## src/rtl/scan_pkg.sv

```systemverilog
// scan_pkg: shared types and helpers for the triangle_scan bounding-box rasterizer.
package scan_pkg;
  localparam int W = 10;
  typedef enum logic [2:0] {IDLE, SETUP, SCAN, DRAIN, DONE} state_t;
  typedef struct packed {
    logic [W-1:0] xmin, xmax, ymin, ymax;
  } bbox_t;
  typedef struct packed {
    logic [W-1:0] x, y;
  } point_t;
  function automatic logic [W-1:0] min3(input logic [W-1:0] a, b, c);
    return a < b ? (a < c ? a : c) : (b < c ? b : c);
  endfunction
  function automatic logic [W-1:0] max3(input logic [W-1:0] a, b, c);
    return a > b ? (a > c ? a : c) : (b > c ? b : c);
  endfunction
endpackage

```

## src/rtl/triangle_scan_if.sv

```systemverilog
// triangle_scan_if: triangle input, checker query/result and fragment stream signals.
interface triangle_scan_if #(parameter int W = 10);
  logic tri_valid_in, tri_ready_out;
  logic [6*W-1:0] tri_in, tri_out;
  logic point_valid_out;
  logic [W-1:0] point_x_out, point_y_out;
  logic check_valid_in, check_inside_in;
  logic frag_valid_out, frag_ready_in;
  logic [W-1:0] frag_x_out, frag_y_out;
  logic busy_out, done_out;
  modport slave (
    input tri_valid_in, tri_in, check_valid_in, check_inside_in, frag_ready_in,
    output tri_ready_out, tri_out, point_valid_out, point_x_out, point_y_out,
    output frag_valid_out, frag_x_out, frag_y_out, busy_out, done_out
  );
  modport master (
    output tri_valid_in, tri_in, check_valid_in, check_inside_in, frag_ready_in,
    input tri_ready_out, tri_out, point_valid_out, point_x_out, point_y_out,
    input frag_valid_out, frag_x_out, frag_y_out, busy_out, done_out
  );
endinterface

```

## src/rtl/scan_fifo.sv

```systemverilog
// scan_fifo: synchronous first-word-fall-through FIFO with occupancy count; DEPTH is a power of 2.
module scan_fifo #(
  parameter int DW = 20,
  parameter int DEPTH = 8,
  localparam int AW = $clog2(DEPTH)
) (
  input  logic          clk_in,
  input  logic          sys_rst_n,
  input  logic          push,
  input  logic          pop,
  input  logic [DW-1:0] din,
  output logic [DW-1:0] dout,
  output logic [AW:0]   count
);
  logic [DW-1:0] mem [DEPTH];
  logic [AW-1:0] wr_ptr, rd_ptr;
  always_ff @(posedge clk_in) begin
    if (!sys_rst_n) begin
      wr_ptr <= '0;
      rd_ptr <= '0;
      count  <= '0;
    end else begin
      if (push) wr_ptr <= wr_ptr + 1'b1;
      if (pop) rd_ptr <= rd_ptr + 1'b1;
      count <= count + {{AW{1'b0}}, push} - {{AW{1'b0}}, pop};
    end
  end
  always_ff @(posedge clk_in) if (push) mem[wr_ptr] <= din;
  assign dout = mem[rd_ptr];
endmodule

```

## src/rtl/triangle_scan.sv

```systemverilog
// triangle_scan: bounding-box rasterizer feeding a point-in-triangle checker.
// Define TRIANGLE_SCAN_CLAMP_EN to clip the box to the H_RES x V_RES screen.
module triangle_scan import scan_pkg::*; #(
  parameter int SYS_BIT_WIDTH = W,
  parameter int H_RES = 320,
  parameter int V_RES = 240,
  parameter int DEPTH = 8
) (
  input logic clk_in,
  input logic sys_rst_n,
  triangle_scan_if.slave bus
);
  localparam int CW = $clog2(DEPTH) + 1;
  localparam int TW = 6 * SYS_BIT_WIDTH;
`ifdef TRIANGLE_SCAN_CLAMP_EN
  localparam bit CLAMP = 1'b1;
`else
  localparam bit CLAMP = 1'b0;
`endif
  localparam logic [W-1:0] X_LAST = W'(H_RES - 1);
  localparam logic [W-1:0] Y_LAST = W'(V_RES - 1);
  state_t state, state_nx;
  logic [TW-1:0] tri_q;
  bbox_t raw, clip, box;
  point_t cur, cf_dout, ff_dout;
  logic [CW-1:0] cf_cnt, ff_cnt;
  logic issue, last, empty_box, cf_pop, ff_push, ff_pop, frag_valid;
  always_comb begin
    raw.xmin = min3(bus.tri_in[TW-1 -: W], bus.tri_in[4*W-1 -: W], bus.tri_in[2*W-1 -: W]);
    raw.xmax = max3(bus.tri_in[TW-1 -: W], bus.tri_in[4*W-1 -: W], bus.tri_in[2*W-1 -: W]);
    raw.ymin = min3(bus.tri_in[5*W-1 -: W], bus.tri_in[3*W-1 -: W], bus.tri_in[W-1 -: W]);
    raw.ymax = max3(bus.tri_in[5*W-1 -: W], bus.tri_in[3*W-1 -: W], bus.tri_in[W-1 -: W]);
    clip = raw;
    clip.xmax = (CLAMP && raw.xmax > X_LAST) ? X_LAST : raw.xmax;
    clip.ymax = (CLAMP && raw.ymax > Y_LAST) ? Y_LAST : raw.ymax;
  end
  // A clipped max below min also covers a box lying wholly off-screen.
  assign empty_box  = box.xmin > box.xmax || box.ymin > box.ymax;
  assign issue      = state == SCAN && cf_cnt + ff_cnt < CW'(DEPTH);
  assign last       = cur.x == box.xmax && cur.y == box.ymax;
  assign cf_pop     = bus.check_valid_in && cf_cnt != '0;
  assign ff_push    = cf_pop && bus.check_inside_in;
  assign frag_valid = ff_cnt != '0;
  assign ff_pop     = frag_valid && bus.frag_ready_in;
  always_ff @(posedge clk_in) state <= !sys_rst_n ? IDLE : state_nx;
  always_comb begin
    state_nx = state;
    case (state)
      IDLE:    state_nx = bus.tri_valid_in ? SETUP : IDLE;
      SETUP:   state_nx = empty_box ? DRAIN : SCAN;
      SCAN:    state_nx = issue && last ? DRAIN : SCAN;
      DRAIN:   state_nx = cf_cnt == '0 && ff_cnt == '0 ? DONE : DRAIN;
      default: state_nx = IDLE;
    endcase
  end
  always_ff @(posedge clk_in) begin
    if (!sys_rst_n) begin
      tri_q <= '0;
      box   <= '0;
      cur   <= '0;
    end else begin
      if (state == IDLE && bus.tri_valid_in) begin
        tri_q <= bus.tri_in;
        box   <= clip;
      end
      if (state == SETUP) begin
        cur.x <= box.xmin;
        cur.y <= box.ymin;
      end else if (issue) begin
        cur.x <= cur.x == box.xmax ? box.xmin : cur.x + 1'b1;
        cur.y <= cur.x == box.xmax ? cur.y + 1'b1 : cur.y;
      end
    end
  end
  always_comb begin
    bus.tri_ready_out   = state == IDLE;
    bus.busy_out        = state != IDLE;
    bus.done_out        = state == DONE;
    bus.tri_out         = tri_q;
    bus.point_valid_out = issue;
    bus.point_x_out     = issue ? cur.x : '0;
    bus.point_y_out     = issue ? cur.y : '0;
    bus.frag_valid_out  = frag_valid;
    bus.frag_x_out      = frag_valid ? ff_dout.x : '0;
    bus.frag_y_out      = frag_valid ? ff_dout.y : '0;
  end
  scan_fifo #(.DW(2 * W), .DEPTH(DEPTH)) u_coord (
    .clk_in(clk_in), .sys_rst_n(sys_rst_n), .push(issue), .pop(cf_pop),
    .din(cur), .dout(cf_dout), .count(cf_cnt)
  );
  scan_fifo #(.DW(2 * W), .DEPTH(DEPTH)) u_frag (
    .clk_in(clk_in), .sys_rst_n(sys_rst_n), .push(ff_push), .pop(ff_pop),
    .din(cf_dout), .dout(ff_dout), .count(ff_cnt)
  );
endmodule

```

## src/flat_wrapper.sv

```systemverilog
// flat-port wrapper written by rule: the top's interface ports become plain ports
module triangle_scan_flat import scan_pkg::*;
#(
  parameter int SYS_BIT_WIDTH = W,
  parameter int H_RES = 320,
  parameter int V_RES = 240,
  parameter int DEPTH = 8
)
  (clk_in, sys_rst_n, bus_tri_valid_in, bus_tri_in, bus_check_valid_in, bus_check_inside_in, bus_frag_ready_in, bus_tri_ready_out, bus_tri_out, bus_point_valid_out, bus_point_x_out, bus_point_y_out, bus_frag_valid_out, bus_frag_x_out, bus_frag_y_out, bus_busy_out, bus_done_out);
  triangle_scan_if #(.W(10)) bus_i ();
  input logic clk_in;
  input logic sys_rst_n;
  input wire logic [$bits(bus_i.tri_valid_in)-1:0] bus_tri_valid_in;
  input wire logic [$bits(bus_i.tri_in)-1:0] bus_tri_in;
  input wire logic [$bits(bus_i.check_valid_in)-1:0] bus_check_valid_in;
  input wire logic [$bits(bus_i.check_inside_in)-1:0] bus_check_inside_in;
  input wire logic [$bits(bus_i.frag_ready_in)-1:0] bus_frag_ready_in;
  output wire logic [$bits(bus_i.tri_ready_out)-1:0] bus_tri_ready_out;
  output wire logic [$bits(bus_i.tri_out)-1:0] bus_tri_out;
  output wire logic [$bits(bus_i.point_valid_out)-1:0] bus_point_valid_out;
  output wire logic [$bits(bus_i.point_x_out)-1:0] bus_point_x_out;
  output wire logic [$bits(bus_i.point_y_out)-1:0] bus_point_y_out;
  output wire logic [$bits(bus_i.frag_valid_out)-1:0] bus_frag_valid_out;
  output wire logic [$bits(bus_i.frag_x_out)-1:0] bus_frag_x_out;
  output wire logic [$bits(bus_i.frag_y_out)-1:0] bus_frag_y_out;
  output wire logic [$bits(bus_i.busy_out)-1:0] bus_busy_out;
  output wire logic [$bits(bus_i.done_out)-1:0] bus_done_out;
  assign bus_i.tri_valid_in = bus_tri_valid_in;
  assign bus_i.tri_in = bus_tri_in;
  assign bus_i.check_valid_in = bus_check_valid_in;
  assign bus_i.check_inside_in = bus_check_inside_in;
  assign bus_i.frag_ready_in = bus_frag_ready_in;
  assign bus_tri_ready_out = bus_i.tri_ready_out;
  assign bus_tri_out = bus_i.tri_out;
  assign bus_point_valid_out = bus_i.point_valid_out;
  assign bus_point_x_out = bus_i.point_x_out;
  assign bus_point_y_out = bus_i.point_y_out;
  assign bus_frag_valid_out = bus_i.frag_valid_out;
  assign bus_frag_x_out = bus_i.frag_x_out;
  assign bus_frag_y_out = bus_i.frag_y_out;
  assign bus_busy_out = bus_i.busy_out;
  assign bus_done_out = bus_i.done_out;
  triangle_scan #(.SYS_BIT_WIDTH(SYS_BIT_WIDTH), .H_RES(H_RES), .V_RES(V_RES), .DEPTH(DEPTH)) u_core (.clk_in(clk_in), .sys_rst_n(sys_rst_n), .bus(bus_i));
endmodule
```

## config.mk

```make
export PLATFORM = sky130hd
export DESIGN_NAME = triangle_scan_flat
export DESIGN_NICKNAME = d
export VERILOG_FILES = /design/src/rtl/scan_pkg.sv /design/src/rtl/triangle_scan_if.sv /design/src/rtl/scan_fifo.sv /design/src/rtl/triangle_scan.sv /design/src/flat_wrapper.sv
export SDC_FILE = /design/constraint.sdc
export NUM_CORES = 1
export LEC_CHECK = 0
export CORE_UTILIZATION = 50
export CTS_CLUSTER_DIAMETER = 40
export DETAILED_ROUTE_END_ITERATION = 7
export HOLD_SLACK_MARGIN = 0.02
export MAX_ROUTING_LAYER = met4
export PLACE_DENSITY_LB_ADDON = 0.3
export RECOVER_POWER = 25
export SLEW_MARGIN = 15
export SYNTH_ARGS = -nofsm -noshare
export SYNTH_HDL_FRONTEND = slang
export SYNTH_SLANG_ARGS = --single-unit
```

## constraint.sdc

```tcl
create_clock -name clk_in -period 6.5 [get_ports clk_in]
set_clock_uncertainty 0.2 [all_clocks]
set_input_delay 1.625 -clock clk_in [delete_from_list [all_inputs] [get_ports clk_in]]
set_output_delay 1.625 -clock clk_in [all_outputs]
set_load 0.02 [all_outputs]
```

==> results of run 1 <==
[layer usage]
layer | up-vias | track usage [%] | wire [um]
li1 | 6651 | - | -
met1 | 6983 | 29.12 | 20540
met2 | 453 | 40.15 | 24800
met3 | 117 | 3.636 | 2629
met4 | 0 | 8.950 | 1557
met5 | - | - | 0
[worst max-delay path: cells and delay by family, from the launching register on]
kind / cells / cell delay (ns)
AND/OR/NAND/NOR: 3 / 0.53
buffers and inverters: 3 / 1.66
adder cells (fa/ha/maj): 1 / 0.30
AO/OA/AOI/OAI: 1 / 0.19
flip-flops: 1 / 0.36
[flip-flops by register name, summed over array words and instances, names as in the netlist, named ones only]
signal	cells
u_core.state	3
u_core.u_coord.wr_ptr	3
u_core.u_frag.wr_ptr	3
u_core.bus.tri_out	60
u_core.u_frag.rd_ptr	3
u_core.u_coord.mem	160
u_core.cur	20
u_core.box	40
u_core.u_coord.rd_ptr	3
u_core.u_frag.mem	160
u_core.u_coord.count	4
u_core.u_frag.count	4
[final timing paths]
check,startpoint,to,slack [ns],cells past startpoint
max,u_core.u_coord.count[1]$_SDFF_PN0_,bus_point_x_out[8],0.99,8
min,u_core.bus.tri_out[30]$_SDFFE_PN0P_,u_core.bus.tri_out[30]$_SDFFE_PN0P_,0.25,2
max reg2reg,register,u_core.u_frag.mem[5][8]$_DFFE_PP_,2.13,3
min reg2reg,u_core.bus.tri_out[30]$_SDFFE_PN0P_,u_core.bus.tri_out[30]$_SDFFE_PN0P_,0.25,2
[metrics by stage]
step	worst slack [ns]	instance area [um^2]	hold slack (ns)	std cells
after global routing	0.8018	25970	0.2725	2461
after floorplan	1.678	21500	0.2434	1695
after detailed placement	1.273	23850	0.2469	2345
after global placement	1.325	23850	0.2414	2345
final	0.9873	25970	0.2527	2461
after CTS	1.238	25970	0.2524	2461
[cells by family after synthesis]
family | synth area share (%)
AO/OA/AOI/OAI | 7.561
XOR/XNOR | 1.711
AND/OR/NAND/NOR | 9.732
adder cells (fa/ha/maj) | 5.891
flip-flops | 58.58
buffers and inverters | 3.231
multiplexers | 13.29
[power by group]
group          switching, mW  internal [mW]
combinational           1.53           1.25
clock                   1.34           2.06
sequential             0.400           3.73
total                   3.27           7.05
[cells in the final DEF (no fill, tap or decap), drive strengths merged, types with 9 or more instances in the layout]
| cell | count |
|---|---|
| a21oi | 113 |
| clkdlybuf4s50 | 170 |
| clkinv | 18 |
| edfxtp | 320 |
| mux4 | 80 |
| nand2 | 221 |
| nand3 | 15 |
| xor2 | 32 |
| o21ai | 51 |
| buf | 30 |
| and2 | 30 |
| a31oi | 14 |
| nand4 | 25 |
| o22ai | 13 |
| and3 | 12 |
| a21o | 16 |
| mux2 | 20 |
| clkbuf | 76 |
| a211oi | 9 |
| ha | 98 |
| mux2i | 83 |
| dfxtp | 149 |
| o211ai | 30 |
| inv | 93 |
| xnor2 | 10 |
| nor3 | 20 |
| nor2 | 86 |
| nor4 | 16 |
[area by class of cell]
| class | instances | area, um^2 | share of cell area (%) |
|---|---|---|---|
| sequential | 469 | 12590 | 48.49 |
| multi-input combinational | 1051 | 8333 | 32.08 |
| timing repair buffer | 204 | 1942 | 7.476 |
| clock buffer | 72 | 1588 | 6.113 |
| tap | 539 | 674.4 | 2.596 |
| clock inverter | 44 | 534.3 | 2.057 |
| inverter | 82 | 307.8 | 1.185 |
==> metrics.log, run 1 <==
[metrics] gr usage total: 23.85%
[metrics] post-detailed-placement half-perimeter wirelength: 32.55 mm
[metrics] biggest area consumer among synthesized cells: sky130_fd_sc_hd__edfxtp_1
[metrics] critical path class: register to primary output
[metrics] buffer count from post-CTS setup fixing: 0
[metrics] remaining number of nets flagged by the antenna check after routing: 0
[metrics] #FFs+latches synth: 469
[metrics] n_diodes: 0
[metrics] Area Growth Syn to Fin: 20.83%
[metrics] RSZ-0062 raised after global routing: false
[metrics] chip width: 209.3 um
[metrics] DRC Markers: 0
[metrics] crit-path max FO: 41
[metrics] Gate Count Post-Synth: 1695
[metrics] Core Rows: 75
[metrics] antenna violations before repair: 0
[metrics] sequential element share of the synthesized area: 58.58%
[metrics] cell leakage power: 9.327 nW
[metrics] Clock Root Buffer: sky130_fd_sc_hd__clkbuf_16
[metrics] Post-CTS Hold Fix Bufs: 0
[metrics] Net Count, Synth: 1861
[metrics] most instantiated flip-flop cell in the synthesis netlist: sky130_fd_sc_hd__edfxtp_1
[metrics] largest voltage drop on the vdd net: 0.0002498 V
[metrics] clock tree buffer depth: 3
[metrics] asr flop ratio synth: 0%
[metrics] CP max-delay cell: sky130_fd_sc_hd__clkbuf_1
[metrics] post-synthesis average cell area: 12.68 um^2
[metrics] failing checks: capacitance limit, slew limit
[metrics] area share of the largest cell type after synthesis: 44.70%
[metrics] clock latency at the later pin of the worst-skew pair: 0.64 ns
[metrics] final weighted congestion in routability-driven placement: 0.8723
[metrics] Finished Core Util: 61.65%
[metrics] ratio of cells with drive above 1 in the final layout: 13.37%
[metrics] Worst EP required: 4.68 ns
[metrics] final count of pins violating max slew: 41
[metrics] I/O Pins: 171
[metrics] # Max-Cap Violations: 1
[metrics] data arrival time at the worst-slack endpoint: 3.69 ns
[metrics] via count: 14.20k
[metrics] first-pass iteration count of the detailed router: 7
[metrics] post-route total power: 10.32 mW
[metrics] final hold vios: 0
[metrics] post_cts resized: 0
[metrics] post-layout min period: 5.513 ns
[metrics] maximum number of pins on one net before global-route repair: 61
[metrics] list of most frequent post-synthesis cells: sky130_fd_sc_hd__edfxtp_1, sky130_fd_sc_hd__nand2_1, sky130_fd_sc_hd__dfxtp_1
[metrics] count of routing violations after the opening detailed-route iteration: 899
[metrics] setup tns final: 0 ns
[metrics] crit-path cells: ha_1 > nand4_1 > a21o_1 > nand3_1 > clkbuf_1 > inv_2 > and2_1 > clkdlybuf4s50_1
[metrics] area of the mapped netlist: 0.02150 mm^2
[metrics] maximum clock rate: 0.1814 GHz
[metrics] run status: finished with violations
[metrics] global-route wire length before repair: 79.21 mm
[metrics] number of warnings issued by yosys: 0
[metrics] die height: 209.3 um
[metrics] Initial Utilization: 51.02%
[metrics] kind of launch point of the worst setup path: register
[metrics] count of filler cells inserted in the layout: 3195
[metrics] H-tree Lvls: 2
[metrics] average vias per placed instance: 5.772
[metrics] relative max-transition margin: -125.5%
[metrics] worst min-delay path category: register to register
[metrics] number of buffers added by the clock tree synthesis step: 61
[metrics] routed wirelength normalized by instance count: 20.13 um
[metrics] Detailed Route WL: 49.53 mm
[metrics] CTS tree: done
[metrics] residual overflow from global routing: 0
[metrics] Distinct cells, synth: 56
[metrics] actual slew at the worst max-slew pin: 3.382 ns
[metrics] max incr delay on CP: 0.62 ns
[metrics] kind of end point of the critical path: primary output
[metrics] number of global-route vias before repair: 14.56k
[metrics] Period Utilization, post-route: 84.81%
[metrics] P per Cell Area: 397.4 mW/mm^2
[metrics] synth top area cells: sky130_fd_sc_hd__edfxtp_1, sky130_fd_sc_hd__dfxtp_1, sky130_fd_sc_hd__mux4_2, sky130_fd_sc_hd__ha_1, sky130_fd_sc_hd__mux2i_1
[metrics] net total in the final layout: 2035
[metrics] total number of clock tree sinks: 469
[metrics] total setup violations reported at the end of the flow: 0
[metrics] I/O Buffers: 170
[metrics] area enclosed by the die boundary: 0.04383 mm^2
[metrics] most instantiated library cell after synthesis: sky130_fd_sc_hd__edfxtp_1
[metrics] post-CTS clock slew at the launch and capture registers of the worst setup and hold paths: 0.05 ns
[metrics] count of flip-flops with a built-in enable after synthesis: 320
[metrics] area of the core: 0.04213 mm^2
Note: power is estimated with default switching activity, not from simulation.
==> run 2: changes to the inputs <==
- clock period: 6.5 -> 5.1 ns (I/O delays scaled with it)
==> run 2 against run 1 <==
  * Sequential power grew 28%
  * Sequential cell count unchanged
  * The run still ends with capacitance limit, slew limit left
  * Sequential share of layout area is 0.33 points higher
  * Critical path depth down 2
==> metrics.log, run 2 (same netlist as run 1, synthesis figures left out) <==
[metrics] CP max-delay cell: sky130_fd_sc_hd__clkdlybuf4s50_1
[metrics] global-route wire length before repair: 78.69 mm (-0.65%)
[metrics] maximum clock rate: 0.2110 GHz
[metrics] count of routing violations after the opening detailed-route iteration: 885 (-1.6%)
[metrics] cell leakage power: 9.270 nW (-0.61%)
[metrics] buffer count from post-CTS setup fixing: 0 (unchanged)
[metrics] n_diodes: 0 (unchanged)
[metrics] clock tree buffer depth: 3 (unchanged)
[metrics] Worst EP required: 3.62 ns (-1.06 ns)
[metrics] count of filler cells inserted in the layout: 3224 (+0.91%)
[metrics] largest voltage drop on the vdd net: 0.0003515 V (+41%)
[metrics] residual overflow from global routing: 0 (unchanged)
[metrics] worst flop-to-flop path endpoint: u_core.u_coord.mem[2][6]$_DFFE_PP_
[metrics] I/O Buffers: 170 (unchanged)
[metrics] average vias per placed instance: 5.686 (-1.5%)
[metrics] cell count of the worst hold path: 2 (unchanged)
[metrics] post-layout min period: 4.739 ns
[metrics] combined area of the multi-input logic cells: 0.008298 mm^2 (-0.42%)
[metrics] final hold vios: 0 (unchanged)
[metrics] clock latency at the later pin of the worst-skew pair: 0.63 ns (about the same)
[metrics] antenna violations before repair: 0 (unchanged)
[metrics] actual slew at the worst max-slew pin: 1.830 ns (-1.552 ns)
[metrics] Area Growth Syn to Fin: 19.99%
[metrics] Period Utilization, post-route: 92.93%
[metrics] ratio of cells with drive above 1 in the final layout: 13.39% (+0.014 points)
[metrics] first-pass iteration count of the detailed router: 5 (-2)
[metrics] total setup violations reported at the end of the flow: 0 (unchanged)
[metrics] number of buffers added by the clock tree synthesis step: 57 (-6.6%)
[metrics] max incr delay on CP: 0.63 ns (about the same)
[metrics] worst min-delay path category: register to register
[metrics] Post-CTS Hold Fix Bufs: 0 (unchanged)
[metrics] setup tns final: 0 ns (unchanged)
[metrics] data arrival time at the worst-slack endpoint: 3.26 ns (-0.43 ns)
[metrics] crit-path cells: nor3b_1 > nand3_1 > buf_4 > inv_2 > and2_1 > clkdlybuf4s50_1
[metrics] P per Cell Area: 495.7 mW/mm^2 (+25%)
[metrics] post_cts resized: 0 (unchanged)
[metrics] kind of launch point of the worst setup path: register
[metrics] routed wirelength normalized by instance count: 19.98 um (-0.73%)
[metrics] Endpoint, Worst Hold: u_core.bus.tri_out[30]$_SDFFE_PN0P_
[metrics] post-CTS clock slew at the launch and capture registers of the worst setup and hold paths: 0.05 ns (about the same)
[metrics] final count of pins violating max slew: 28 (-32%)
[metrics] via count: 13.98k (-1.6%)
[metrics] relative max-transition margin: -22.19% (+100 points)
[metrics] Detailed Route WL: 49.13 mm (-0.81%)
[metrics] die height: 209.3 um (unchanged)
[metrics] H-tree Lvls: 2 (unchanged)
[metrics] run status: finished with violations
[metrics] number of global-route vias before repair: 14.73k (+1.1%)
[metrics] chip width: 209.3 um (unchanged)
[metrics] crit-path max FO: 41 (unchanged)
[metrics] critical path class: register to primary output
[metrics] remaining number of nets flagged by the antenna check after routing: 0 (unchanged)
[metrics] RSZ-0062 raised after global routing: false
[metrics] failing checks: capacitance limit, slew limit
[metrics] gr usage total: 23.51% (-0.34 points)
[metrics] kind of end point of the critical path: primary output
[metrics] worst r2r src: u_core.state[1]$_SDFF_PN0_
[metrics] total number of clock tree sinks: 469 (unchanged)
[metrics] Clock Root Buffer: sky130_fd_sc_hd__clkbuf_16
[metrics] Setup WS post-layout: 0.3606 ns (-0.6267 ns)
[metrics] R2R cell count: 7 (+4)
[metrics] hold path start: u_core.bus.tri_out[30]$_SDFFE_PN0P_
[metrics] internal reg-to-reg setup slack: 1.55 ns (-0.58 ns)
[metrics] Core Rows: 75 (unchanged)
[metrics] most common cell after layout, fill and taps aside: sky130_fd_sc_hd__edfxtp_1
[metrics] DRC Markers: 0 (unchanged)
[metrics] maximum number of pins on one net before global-route repair: 63 (+3.3%)
[metrics] area of the core: 0.04213 mm^2 (unchanged)
[metrics] sequential cell area in the final layout: 0.01259 mm^2 (about the same)
[metrics] most used cells in the layout excluding fill and tap cells: sky130_fd_sc_hd__edfxtp_1, sky130_fd_sc_hd__nand2_1, sky130_fd_sc_hd__clkdlybuf4s50_1
[metrics] post-route total power: 12.78 mW (+24%)
[metrics] area enclosed by the die boundary: 0.04383 mm^2 (unchanged)
[metrics] final instance area: 0.02579 mm^2 (-0.69%)
[metrics] I/O Pins: 171 (unchanged)
[metrics] post-detailed-placement half-perimeter wirelength: 32.62 mm (+0.21%)
[metrics] CTS tree: done
[metrics] worst slack after detailed placement: 0.8131 ns (-0.4600 ns)
[metrics] Initial Utilization: 51.02% (unchanged)
[metrics] # Max-Cap Violations: 1 (unchanged)
[metrics] net total in the final layout: 2037 (+0.098%)
[metrics] area post-placement: 0.02391 mm^2 (+0.24%)
[metrics] final weighted congestion in routability-driven placement: 0.9057 (+3.8%)
==> run 2: changes by cell type in the layout (fill, tap and decap cells not counted), moves of 4 or more <==
cell	previous run	this run
sky130_fd_sc_hd__clkbuf_1	13	9
sky130_fd_sc_hd__mux2_1	5	0
sky130_fd_sc_hd__buf_4	30	35
sky130_fd_sc_hd__bufinv_16	7	2
sky130_fd_sc_hd__mux2_2	15	20
==> run 2: metal layers <==
metal / share of wire [%] / global-route usage (%) / vias up
met5: 0 / - / -
met3: 4.8 / 3.801 / 79
met4: 2.3 / 8.114 / 0
met1: 42 / 28.23 / 6876
met2: 51 / 40.26 / 378
li1: - / - / 6649
==> run 2: worst max-delay path by stage <==
stage,slack (ns),startpoint,depth (start not counted),to
after floorplan,0.63,bus_check_valid_in,4,u_core.u_frag.mem[0][0]$_DFFE_PP_
after global placement,0.85,bus_tri_in[5],10,u_core.box[3]$_SDFFE_PN0P_
after detailed placement,0.81,bus_tri_in[7],10,u_core.box[3]$_SDFFE_PN0P_
after CTS,0.32,u_core.state[1]$_SDFF_PN0_,6,bus_point_x_out[9]
after global routing,0.21,u_core.u_frag.count[1]$_SDFF_PN0_,8,bus_point_y_out[0]
final,0.36,u_core.state[1]$_SDFF_PN0_,6,bus_point_x_out[9]
==> run 2: final cells by class <==
cell class,instances,share of cell area [%]
inverters,82,1.193
flip-flops and latches,469,48.82
repair buffers,210,7.752
clock buffers,68,5.967
clock inverters,40,1.480
multi-input cells,1051,32.17
well taps,539,2.615
==> run 2: per-stage QoR <==
stage          hold slack [ns]  instances  utilization [%]
5_1_grt                 0.2675       2459            61.22
2_1_floorplan           0.2434       1695                -
3_5_place_dp            0.2462       2351            56.74
6_report                0.2513       2459            61.22
3_3_place_gp            0.2412       2351            56.74
4_1_cts                 0.2523       2459            61.30
==> run 2: where the power goes <==
group | total [mW] | switching [mW] | leakage [nW] | internal (mW)
Combinational | 3.55 | 1.95 | 4.21 | 1.60
Sequential | 5.27 | 0.516 | 4.14 | 4.76
Clock | 3.96 | 1.66 | 0.924 | 2.30
Total | 12.8 | 4.13 | 9.27 | 8.66
==> run 2: critical path, delay by kind of cell, from the launching register on <==
family	cells	cell delay, ns
DFF	1	0.41
buffers and inverters	3	1.33
and+or+nand+nor	3	0.89
==> run 3: changes to the inputs <==
- ABC_CLOCK_PERIOD_IN_PS: default -> 5100
- SLEW_MARGIN: 15 -> default
==> results of run 3 <==
No change in the layout: final DEF, timing and power equal those of run 2.
